`config.mk`:
```
export PLATFORM = sky130hd
export DESIGN_NAME = spi_frame_ctrl
export DESIGN_NICKNAME = d
export VERILOG_FILES = /design/src/rtl/spi_frame_pkg.sv /design/src/rtl/spi_frame_ctrl.sv
export SDC_FILE = /design/constraint.sdc
export NUM_CORES = 1
export LEC_CHECK = 0
export ABC_AREA = 1
export CAP_MARGIN = 5
export CORE_MARGIN = 3
export CORE_UTILIZATION = 49
export DETAILED_ROUTE_END_ITERATION = 12
export MAX_ROUTING_LAYER = met4
export PLACE_DENSITY = 0.8
export SLEW_MARGIN = 10
export SYNTH_ARGS = -nofsm -noshare
export SYNTH_HDL_FRONTEND = slang
export SYNTH_SLANG_ARGS = --single-unit
```
`constraint.sdc`:
```
create_clock -name sclk -period 1.9 [get_ports sclk]
set_input_delay 0.285 -clock sclk [delete_from_list [all_inputs] [get_ports sclk]]
set_output_delay 0.285 -clock sclk [all_outputs]
set_load 0.01 [all_outputs]
```
`src/rtl/spi_frame_pkg.sv`:
```
// Shared types and constants for the SPI frame sequencer.
// Command byte layout: {WR, BURST, ADDR[5:0]}.
package spi_frame_pkg;

  typedef enum logic [1:0] {
    StIdle,
    StWrData,
    StRdData,
    StDone
  } state_e;

  localparam int unsigned CMD_WR    = 7;
  localparam int unsigned CMD_BURST = 6;

  localparam logic [7:0] DONE_BYTE = 8'h00;
  localparam logic [7:0] ERR_BYTE  = 8'hFF;

  function automatic logic in_range(input int unsigned addr, input int unsigned num_regs);
    return addr < num_regs;
  endfunction

endpackage

```
`src/rtl/spi_frame_ctrl.sv`:
```
// SPI transaction sequencer: decodes command + data bytes of each chip-select frame
// into register-file reads and writes, with optional auto-incrementing bursts.
module spi_frame_ctrl
  import spi_frame_pkg::*;
#(
  parameter int unsigned ADDR_W   = 6,
  parameter int unsigned NUM_REGS = 16,
  parameter logic [7:0]  DEV_ID   = 8'hA5
) (
  input  logic              sclk,
  input  logic              rst_n,
  input  logic              i_cs_n,
  input  logic [7:0]        i_rx_byte,
  input  logic              i_rx_valid,
  output logic [7:0]        o_tx_byte,
  output logic [ADDR_W-1:0] o_reg_raddr,
  input  logic [7:0]        i_reg_rdata,
  output logic              o_reg_re,
  output logic [ADDR_W-1:0] o_reg_addr,
  output logic [7:0]        o_reg_wdata,
  output logic              o_reg_we,
  output logic              o_frame_busy,
  output logic              o_addr_err
);

  state_e            r_state, w_state_nxt;
  logic [ADDR_W-1:0] r_addr, w_addr_nxt;
  logic              r_burst, w_burst_nxt;
  logic [7:0]        r_tx_byte, w_tx_nxt;
  logic              r_reg_re, w_re_nxt;
  logic              r_reg_we, w_we_nxt;
  logic [ADDR_W-1:0] r_reg_addr, w_reg_addr_nxt;
  logic [7:0]        r_reg_wdata, w_wdata_nxt;
  logic              r_addr_err, w_err_nxt;

  logic              w_frame_rst_n;
  logic              w_rx;
  logic [ADDR_W-1:0] w_cmd_addr;
  logic [ADDR_W-1:0] w_addr_inc;
  logic [ADDR_W-1:0] w_raddr;

  // Deasserted chip select acts as an asynchronous abort of the frame logic only.
  assign w_frame_rst_n = rst_n & ~i_cs_n;
  assign w_rx          = i_rx_valid & ~i_cs_n;
  assign w_cmd_addr    = i_rx_byte[ADDR_W-1:0];
  assign w_addr_inc    = r_addr + ADDR_W'(1);

  always_comb begin
    w_state_nxt    = r_state;
    w_addr_nxt     = r_addr;
    w_burst_nxt    = r_burst;
    w_tx_nxt       = r_tx_byte;
    w_re_nxt       = 1'b0;
    w_we_nxt       = 1'b0;
    w_reg_addr_nxt = r_reg_addr;
    w_wdata_nxt    = r_reg_wdata;
    w_err_nxt      = r_addr_err;
    w_raddr        = r_addr;

    unique case (r_state)
      StIdle: begin
        if (w_rx) begin
          w_addr_nxt  = w_cmd_addr;
          w_burst_nxt = i_rx_byte[CMD_BURST];
          if (i_rx_byte[CMD_WR]) begin
            w_state_nxt = StWrData;
          end else begin
            // Prefetch so the first data slot already carries the register value.
            w_state_nxt = StRdData;
            w_raddr     = w_cmd_addr;
            if (in_range(32'(w_cmd_addr), NUM_REGS)) begin
              w_tx_nxt = i_reg_rdata;
              w_re_nxt = 1'b1;
            end else begin
              w_tx_nxt  = ERR_BYTE;
              w_err_nxt = 1'b1;
            end
          end
        end
      end

      StWrData: begin
        if (w_rx) begin
          w_reg_addr_nxt = r_addr;
          w_wdata_nxt    = i_rx_byte;
          if (in_range(32'(r_addr), NUM_REGS)) begin
            w_we_nxt = 1'b1;
          end else begin
            w_err_nxt = 1'b1;
          end
          if (r_burst) begin
            w_addr_nxt = w_addr_inc;
          end else begin
            w_state_nxt = StDone;
            w_tx_nxt    = DONE_BYTE;
          end
        end
      end

      StRdData: begin
        if (w_rx) begin
          if (r_burst) begin
            w_addr_nxt = w_addr_inc;
            w_raddr    = w_addr_inc;
            if (in_range(32'(w_addr_inc), NUM_REGS)) begin
              w_tx_nxt = i_reg_rdata;
              w_re_nxt = 1'b1;
            end else begin
              w_tx_nxt  = ERR_BYTE;
              w_err_nxt = 1'b1;
            end
          end else begin
            w_state_nxt = StDone;
            w_tx_nxt    = DONE_BYTE;
          end
        end
      end

      StDone: begin
        w_tx_nxt = DONE_BYTE;
      end

      default: begin
        w_state_nxt = StIdle;
      end
    endcase
  end

  always_ff @(posedge sclk or negedge w_frame_rst_n) begin
    if (!w_frame_rst_n) begin
      r_state   <= StIdle;
      r_addr    <= '0;
      r_burst   <= 1'b0;
      r_tx_byte <= DEV_ID;
      r_reg_re  <= 1'b0;
      r_reg_we  <= 1'b0;
    end else begin
      r_state   <= w_state_nxt;
      r_addr    <= w_addr_nxt;
      r_burst   <= w_burst_nxt;
      r_tx_byte <= w_tx_nxt;
      r_reg_re  <= w_re_nxt;
      r_reg_we  <= w_we_nxt;
    end
  end

  // Error flag and write port survive a frame abort.
  always_ff @(posedge sclk or negedge rst_n) begin
    if (!rst_n) begin
      r_reg_addr  <= '0;
      r_reg_wdata <= '0;
      r_addr_err  <= 1'b0;
    end else begin
      r_reg_addr  <= w_reg_addr_nxt;
      r_reg_wdata <= w_wdata_nxt;
      r_addr_err  <= w_err_nxt;
    end
  end

  assign o_tx_byte    = r_tx_byte;
  assign o_reg_raddr  = w_raddr;
  assign o_reg_re     = r_reg_re;
  assign o_reg_addr   = r_reg_addr;
  assign o_reg_wdata  = r_reg_wdata;
  assign o_reg_we     = r_reg_we;
  assign o_frame_busy = (r_state != StIdle);
  assign o_addr_err   = r_addr_err;

endmodule
```
### After elaboration in Yosys (flattened, before gate mapping)

Cells that the tools add are included.
Widths: inputs -> output; s select.

| storage, ports and cells | value |
|---|---|
| bits in registers | 34 |
| latch bits | 0 |
| memory bits (writable) | 0 |
| bits in read-only memories | 0 |
| bits of input ports | 20 |
| output and inout bits | 32 |
| word-level logic and storage cells | 81 |
| memories kept | 0 |

| operators by class | value |
|---|---|
| $add $sub $neg | 1 |
| $mul | 0 |
| divide/modulo/power cells | 0 |
| magnitude comparators | 3 |
| equal/unequal tests | 14 |
| shift operators | 0 |
| muxes and demuxes | 40 |
| bitwise operators | 3 |
| reduce and logical (&&, ||, !) cells | 11 |

Operator list:

| operator | count |
|---|---|
| $mux 8 | 8 |
| $pmux 8 s4 | 1 |
| $mux 6 | 5 |
| $pmux 6 s2 | 2 |
| $ne 2x2->1 const B | 10 |
| $lt 6x5->1 const B | 3 |
| $mux 1 | 17 |
| $reduce_and 9->1 | 1 |
| $mux 2 | 4 |
| $add 6x1->6 const B | 1 |
| $reduce_and 2->1 | 3 |
| $reduce_and 5->1 | 1 |
| $eq 2x2->1 const B | 2 |
| $pmux 2 s2 | 1 |
| $reduce_and 4->1 | 1 |
| $reduce_bool 2->1 | 2 |
| $pmux 1 s3 | 1 |
| $reduce_bool 3->1 | 1 |
| $and 1x1->1 | 2 |
| $eq 2x1->1 const B | 1 |
| $logic_not 2->1 | 1 |
| $ne 2x1->1 const B | 1 |
| $pmux 1 s2 | 1 |
| $reduce_or 2->1 | 1 |
| $not 1->1 | 1 |

### Logic depth before layout (Yosys ltp)

Gate-level depths: netlist (run 1).

| depth | value |
|---|---|
| word-level depth | 6 |
| depth in mapped cells | 10 |
| depth with buffers taken out | 10 |

### Worst setup path after synthesis (run 1)

OpenSTA, ideal clock, no wires.

| timing | value |
|---|---|
| kind | reg-to-output |
| start point | register r_state[0] |
| end point | output o_reg_raddr[2] |
| arrival | 1.407 ns |
| required time | 1.615 ns |
| slack | 0.208 ns |
| cell stages (with the launch flop) | 8 |
| buffers on the path | 0 |
| path through | dfrtp_1 inv_1 ha_1 inv_1 nand2_1 nand3_1 a32oi_1 o21ai_0 |

| on the way | value |
|---|---|
| longest elaborated chain between the ends | 2 |
| elaborated cells between the ends (all ways) | 3 |
| classes of those cells | 1 x eq/ne; 1 x mux; 1 x reduce/logical |

RTL lines:

| item | RTL line | RTL |
|---|---|---|
| from (decl) | spi_frame_ctrl.sv:26 | `state_e r_state, w_state_nxt;` |
| from (signal assigned) | spi_frame_ctrl.sv:131 | `r_state <= StIdle;` |
| from (signal assigned) | spi_frame_ctrl.sv:138 | `r_state <= w_state_nxt;` |
| $eq 2x2->1 / $logic_not 2->1 (equally long branches) | spi_frame_ctrl.sv:60 | `unique case (r_state)` |
| $pmux 6 s2 * | spi_frame_ctrl.sv:60 |  |
| to (decl) | spi_frame_ctrl.sv:16 | `output logic [ADDR_W-1:0] o_reg_raddr,` |

Mark *: on every way between the ends. The rest lies on a longest branch, timed or not.

### Final worst setup path (run 1)

| timing | value |
|---|---|
| start point | register r_state[0] |
| end point | output o_reg_raddr[4] |

Same word-level chain as after synthesis.

==> impl_metrics.yaml, run 1 <==
power:
  ir_worst_vdd_v: 0.0008855
  power_leakage_nw: 1.576
  power_density_nw_per_um2: 1225
logic_synthesis:
  yosysUniqueCellTypes: 33
  yosysTopAreaCell: "dfrtp_1"
  synth_seq_cells: 34
  ys_top_cells_by_area: "dfrtp_1 37%, nand2_1 16%, inv_1 6.0%"
  yosysTopAreaCellShare_pct: 36.63
  synth_warnings: 0
  synth_area_um2: 2049
  syn_inst: 264
  synth_edf_count: 0
  synth_fp_nets: 289
  syn_avg_cell_area_um2: 7.763
  synthArstFlopShare_pct: 100.0
  dominantRegCellSynth: "dfrtp_1"
  ys_seq_area_share_pct: 41.76
sta:
  worst_slack_ns: -0.006400
  worst-slew-pin-transition_ns: 0.2946
  hold_viol_final: 0
  fin_crit_ns: 1.906
  worst_slew_margin_rel_pct: 80.33
  rsz0062_at_grt: "true"
  clock.fmax_mhz: 524.5
  skew_ns: 0.01188
  drv_slew: 0
  setup_violations: 2
  post-route-period-util_pct: 100.3
critical_path:
  start_kind: "flop"
  cp.required_ns: 1.62
  worstPathCellList: "inv_2, ha_4, inv_2, nand2_4, nand3_4, a32oi_1, nand2_1, buf_2"
  endpoint_kind: "output pin"
  crit_arrival_ns: 1.62
  critPathMaxStageDelay_ns: 0.39
  critical_path.max_fanout: 4
  crit_top_cell: "inv_2"
  rrSetupSlack_ns: 0.18
  crit_type: "flop to output pin"
  slowest_stage: "dfrtp_1"
  critPathTopFamily: "flip-flops"
  path_buf_inv: 3
floorplanning:
  initial_core_util_pct: 53.18
  fp.coreArea_um2: 3854
  io_pins: 52
  die_h_um: 70.67
  chipWidth_um: 70.67
  num_rows: 22
  die-area_um2: 4994
run_status:
  status: "finished, violations left"
  violations: "setup timing"
cts:
  clkTransAtPathRegs_ns: 0.07
  htree_levels: 2
  clock_insertion_delay_worst_skew_ns: 0.29
  clockBufferDepth: 2
  tritoncts: "built"
  clock-sinks: 34
  clock-root-buffer: "clkbuf_8"
  cts_buffers: 5
routing:
  routed_via_density: 5.527
  wl_mm: 6.148
  via_count: 2266
  drt_pass1_iterations: 4
  drc_errors: 0
  ant_nets: 0
  drt_iter0_markers: 236
  wl_per_cell_um: 15.00
global_route:
  grt_max_degree: 21
  first_global_vias: 2334
  overflow: 0
  grt_pass1_wl_mm: 10.11
  track_usage_pct: 26.03
  antenna_found_initial: 0
flow_run:
  maxCapViolCount: 0
layout:
  fin_nets: 386
  area_delta_synth_final_pct: 50.06
  fin_cells: 410
  layout-drive-gt1-share_pct: 27.07
  fillCellCount: 259
  antennaDiodeCount: 0
  stdcell_area_um2: 3075
  fin_util_pct: 79.81
  multiInputGateArea_um2: 1114
  seq_area_um2: 855.8
placement:
  pre_cts_slack_ns: -0.5512
  place_inst: 397
  finalWeightedCongestion: 0.9382
  port_buffers: 51
  placed_area_um2: 2885
  hpwl_mm: 4.602
worst_hold_path:
  hold_path_class: "input pin to asynchronous set/reset pin"
==> path summary, 6_finish.rpt <==
| path | start | end | cells past startpoint |
|---|---|---|---|
| min reg2reg | o_tx_byte[7] | o_tx_byte[7] | 2 |
| min in group sclk | o_tx_byte[7] | o_tx_byte[7] | 2 |
| max in group asynchronous | rst_n | o_tx_byte[5] | 4 |
| max | r_state[0] | o_reg_raddr[4] | 8 |
| max reg2reg | r_state[0] | o_tx_byte[6] | 11 |
| min | i_cs_n | r_addr[4] | 3 |
==> worst reg2reg max path, cell delays in order, from the launching register on <==
cell and delay (ns):
dfrtp_1 0.39, inv_2 0.11, ha_4 0.15, buf_6 0.12, nand2_4 0.05, buf_4 0.14
buf_4 0.13, o21ai_2 0.06, nand3b_4 0.25, a21oi_1 0.07, nand2_1 0.09, nand2_1 0.05
==> where the power goes <==
group	total, mW	internal [mW]	switching [mW]
logic	2.20	0.994	1.21
registers	1.05	0.920	0.127
clock network	0.517	0.254	0.263
==> metrics by stage <==
step,TNS [ns],hold slack (ns),power [mW]
floorplan,0,-0.01059,2.194
global placement,-2.512,0.4486,3.151
detailed placement,-2.874,0.4583,3.208
CTS,-0.03612,0.3213,3.659
global route,-0.3525,0.3752,4.041
finish,-0.007312,0.3196,3.766
==> layout make-up <==
cell class | instances | share of cell area [%]
Multi-Input combinational cell | 188 | 36.21
Sequential cell | 34 | 27.83
Timing Repair Buffer | 96 | 26.93
Inverter | 36 | 4.394
Clock buffer | 6 | 2.360
Tap cell | 48 | 1.953
Clock inverter | 2 | 0.3255
==> cell usage after synthesis (all sizes together), types with 2 or more instances <==
cell,n
nor2,11
nand3,7
xor2,3
inv,35
nand4,9
ha,5
dfrtp,30
nor3,2
buf,5
dfstp,4
o21ai,25
a22oi,2
a32oi,4
nand2,92
a21oi,17
mux2,4
o211ai,3
==> cells in the final DEF, fill, tap and decap left out, types with 2 or more instances in the layout <==
master	count
nand2_1	83
buf_4	42
clkdlybuf4s50_1	41
dfrtp_1	30
inv_1	29
a21oi_1	16
o21ai_0	15
nand4_1	9
nor2_1	7
inv_2	6
o21ai_1	6
buf_2	6
nand2_4	5
nand3_1	5
clkbuf_8	5
nand2_2	4
mux2_2	4
dfstp_2	4
o211ai_1	3
o21ai_2	3
a32oi_1	3
xor2_1	3
dlygate4sd2_1	3
buf_6	3
nor2_2	2
nor3_1	2
a22oi_1	2
ha_4	2
ha_1	2
clkinv_2	2
==> sequential cells by signal (all words and copies together), names as in the netlist <==
name         count
o_reg_wdata      8
o_tx_byte        8
o_reg_addr       6
r_addr           6
r_state          2
o_addr_err       1
o_reg_re         1
o_reg_we         1
r_burst          1
==> routing by layer <==
metal | GRT usage [%] | part of all wire (%) | vias to the layer above
met2 | 43.87 | 51 | 133
met1 | 30.05 | 37 | 1051
li1 | - | - | 1055
met5 | - | 0 | -
met4 | 11.69 | 3.4 | 0
met3 | 5.114 | 7.9 | 27
==> cells by family after synthesis <==
kind of cell	after synthesis	share of synthesized area [%]
compound gates	53	16.06
xor+xnor	3	1.282
fa+ha+maj	5	3.053
buf+inv	42	8.303
flops	34	41.76
mux	4	2.198
simple gates	123	27.35
==> what timing repair did <==
action	in CTS	in global routing
gates resized for setup	41	19
hold buffers	0	0
hold endpoints to repair	0	0
pin swaps	7	7
setup buffers	3	2
gates cloned	0	0
endpoints found under the setup margin	7	6
No activity file was read; power rests on OpenSTA's default activity.
==> run 2, diff against run 1 <==
--- a/config.mk
+++ b/config.mk
@@ -16,3 +16,4 @@
 export SYNTH_ARGS = -nofsm -noshare
 export SYNTH_HDL_FRONTEND = slang
 export SYNTH_SLANG_ARGS = --single-unit
+export TNS_END_PERCENT = 50
==> run 2 against run 1 <==
The flow still finishes with violations (setup timing). Combinational power barely moved. Largest power group unchanged. Sequential share of layout area barely moved. Largest cell class unchanged. Setup slack got worse by 0.0073 ns.
==> impl_metrics.yaml, run 2 (synthesized netlist as in run 1, its figures left out) <==
floorplanning:
  fp.coreArea_um2: 3854
  num_rows: 22
  initial_core_util_pct: 53.18
  die-area_um2: 4994
  io_pins: 52
  chipWidth_um: 70.67
  die_h_um: 70.67
layout:
  final_common_cell: "nand2_1"
  final_cell_mix: "83 x nand2_1, 42 x buf_4, 41 x clkdlybuf4s50_1, 30 x dfrtp_1, 29 x inv_1"
  fin_nets: 385
  stdcell_area_um2: 3070
  antennaDiodeCount: 0
  area_delta_synth_final_pct: 49.82
  fin_cells: 409
  layout-drive-gt1-share_pct: 27.15
  fillCellCount: 262
routing:
  via_count: 2275
  drt_pass1_iterations: 4
  wl_per_cell_um: 15.07
  routed_via_density: 5.562
  ant_nets: 0
  wl_mm: 6.165
  drt_iter0_markers: 196
  drc_errors: 0
cts:
  htree_levels: 2
  tritoncts: "built"
  cts_buffers: 5
  clockBufferDepth: 2
  clock-root-buffer: "clkbuf_8"
  clock-sinks: 34
  clock_insertion_delay_worst_skew_ns: 0.29
  clkTransAtPathRegs_ns: 0.07
power:
  power_leakage_nw: 1.577
  power_density_nw_per_um2: 1234
  ir_worst_vdd_v: 0.0008869
  power_mw: 3.787
sta:
  setup_violations: 2
  hold_viol_final: 0
  whs_ns: 0.3165
  skew_ns: 0.01121
  post-route-period-util_pct: 100.7
  rsz0062_at_grt: "true"
  fin_crit_ns: 1.914
  worst_slew_margin_rel_pct: 79.29
  worst-slew-pin-transition_ns: 0.3102
  clock.fmax_mhz: 522.6
  drv_slew: 0
  worst_slack_ns: -0.01366
placement:
  placed_area_um2: 2885
  finalWeightedCongestion: 0.9382
  pre_cts_slack_ns: -0.5512
  hpwl_mm: 4.602
  place_inst: 397
  port_buffers: 51
run_status:
  violations: "setup timing"
  status: "finished, violations left"
critical_path:
  critical_path.max_fanout: 4
  crit_type: "flop to output pin"
  endpoint_kind: "output pin"
  worst-r2r-cell-count: 8
  cp.required_ns: 1.62
  crit_arrival_ns: 1.63
  start_kind: "flop"
global_route:
  first_global_vias: 2313
  grt_max_degree: 21
  grt_pass1_wl_mm: 10.10
  overflow: 0
  track_usage_pct: 26.00
  antenna_found_initial: 0
flow_run:
  maxCapViolCount: 0
worst_hold_path:
  hold_path_class: "input pin to asynchronous set/reset pin"
[run 2: routing by layer]
| metal | up-vias | GRT usage [%] | share of wire (%) |
|---|---|---|---|
| met4 | 0 | 11.48 | 4.4 |
| met1 | 1083 | 29.68 | 37 |
| li1 | 1055 | - | - |
| met2 | 101 | 43.56 | 51 |
| met5 | - | - | 0 |
| met3 | 36 | 6.108 | 7.3 |
[run 2: worst max-delay path: stages, from the launching register on]
cell	delay, ns
dfrtp_1	0.40
inv_2	0.11
ha_4	0.15
inv_2	0.07
nand2_4	0.09
nand3_4	0.10
a32oi_1	0.17
nand2_1	0.10
buf_2	0.15
[run 2: power breakdown]
group | internal, mW | leakage (nW) | switching, mW
logic | 0.999 | 1.10 | 1.22
registers | 0.920 | 0.433 | 0.130
clock network | 0.254 | 0.0450 | 0.262
total | 2.17 | 1.58 | 1.62
[run 2: area by class of cell]
type / instances / area (um2) / area share (%)
multi-input cells: 188 / 1116 / 36.35
flip-flops and latches: 34 / 855.8 / 27.87
repair buffers: 95 / 820.8 / 26.73
inverters: 36 / 135.1 / 4.401
clock buffers: 6 / 72.57 / 2.363
well taps: 48 / 60.06 / 1.956
clock inverters: 2 / 10.01 / 0.3260
[run 2: what timing repair did]
item,CTS,global route
gates resized for setup,38,23
setup buffers,2,2
setup endpoints to repair,7,6
pin swaps,6,10
cloned,0,0
hold buffers,0,0
[run 2: final timing paths]
path / slack, ns / endpoint / from
min in group sclk: 0.47 / o_tx_byte[7] / o_tx_byte[7]
worst max register to register: 0.22 / r_addr[0] / r_state[0]
max in group asynchronous: 1.13 / o_tx_byte[7] / rst_n
worst min-delay path: 0.32 / r_addr[4] / i_cs_n
worst min register to register: 0.47 / o_tx_byte[7] / o_tx_byte[7]
worst max-delay path: -0.01 / o_reg_raddr[4] / r_state[0]
[run 2: through the flow]
step / util (%) / TNS (ns)
floorplan: - / 0
global placement: 74.87 / -2.512
detailed placement: 74.87 / -2.874
CTS: 77.82 / -0.2877
global route: 79.68 / -0.3043
finish: 79.68 / -0.01421
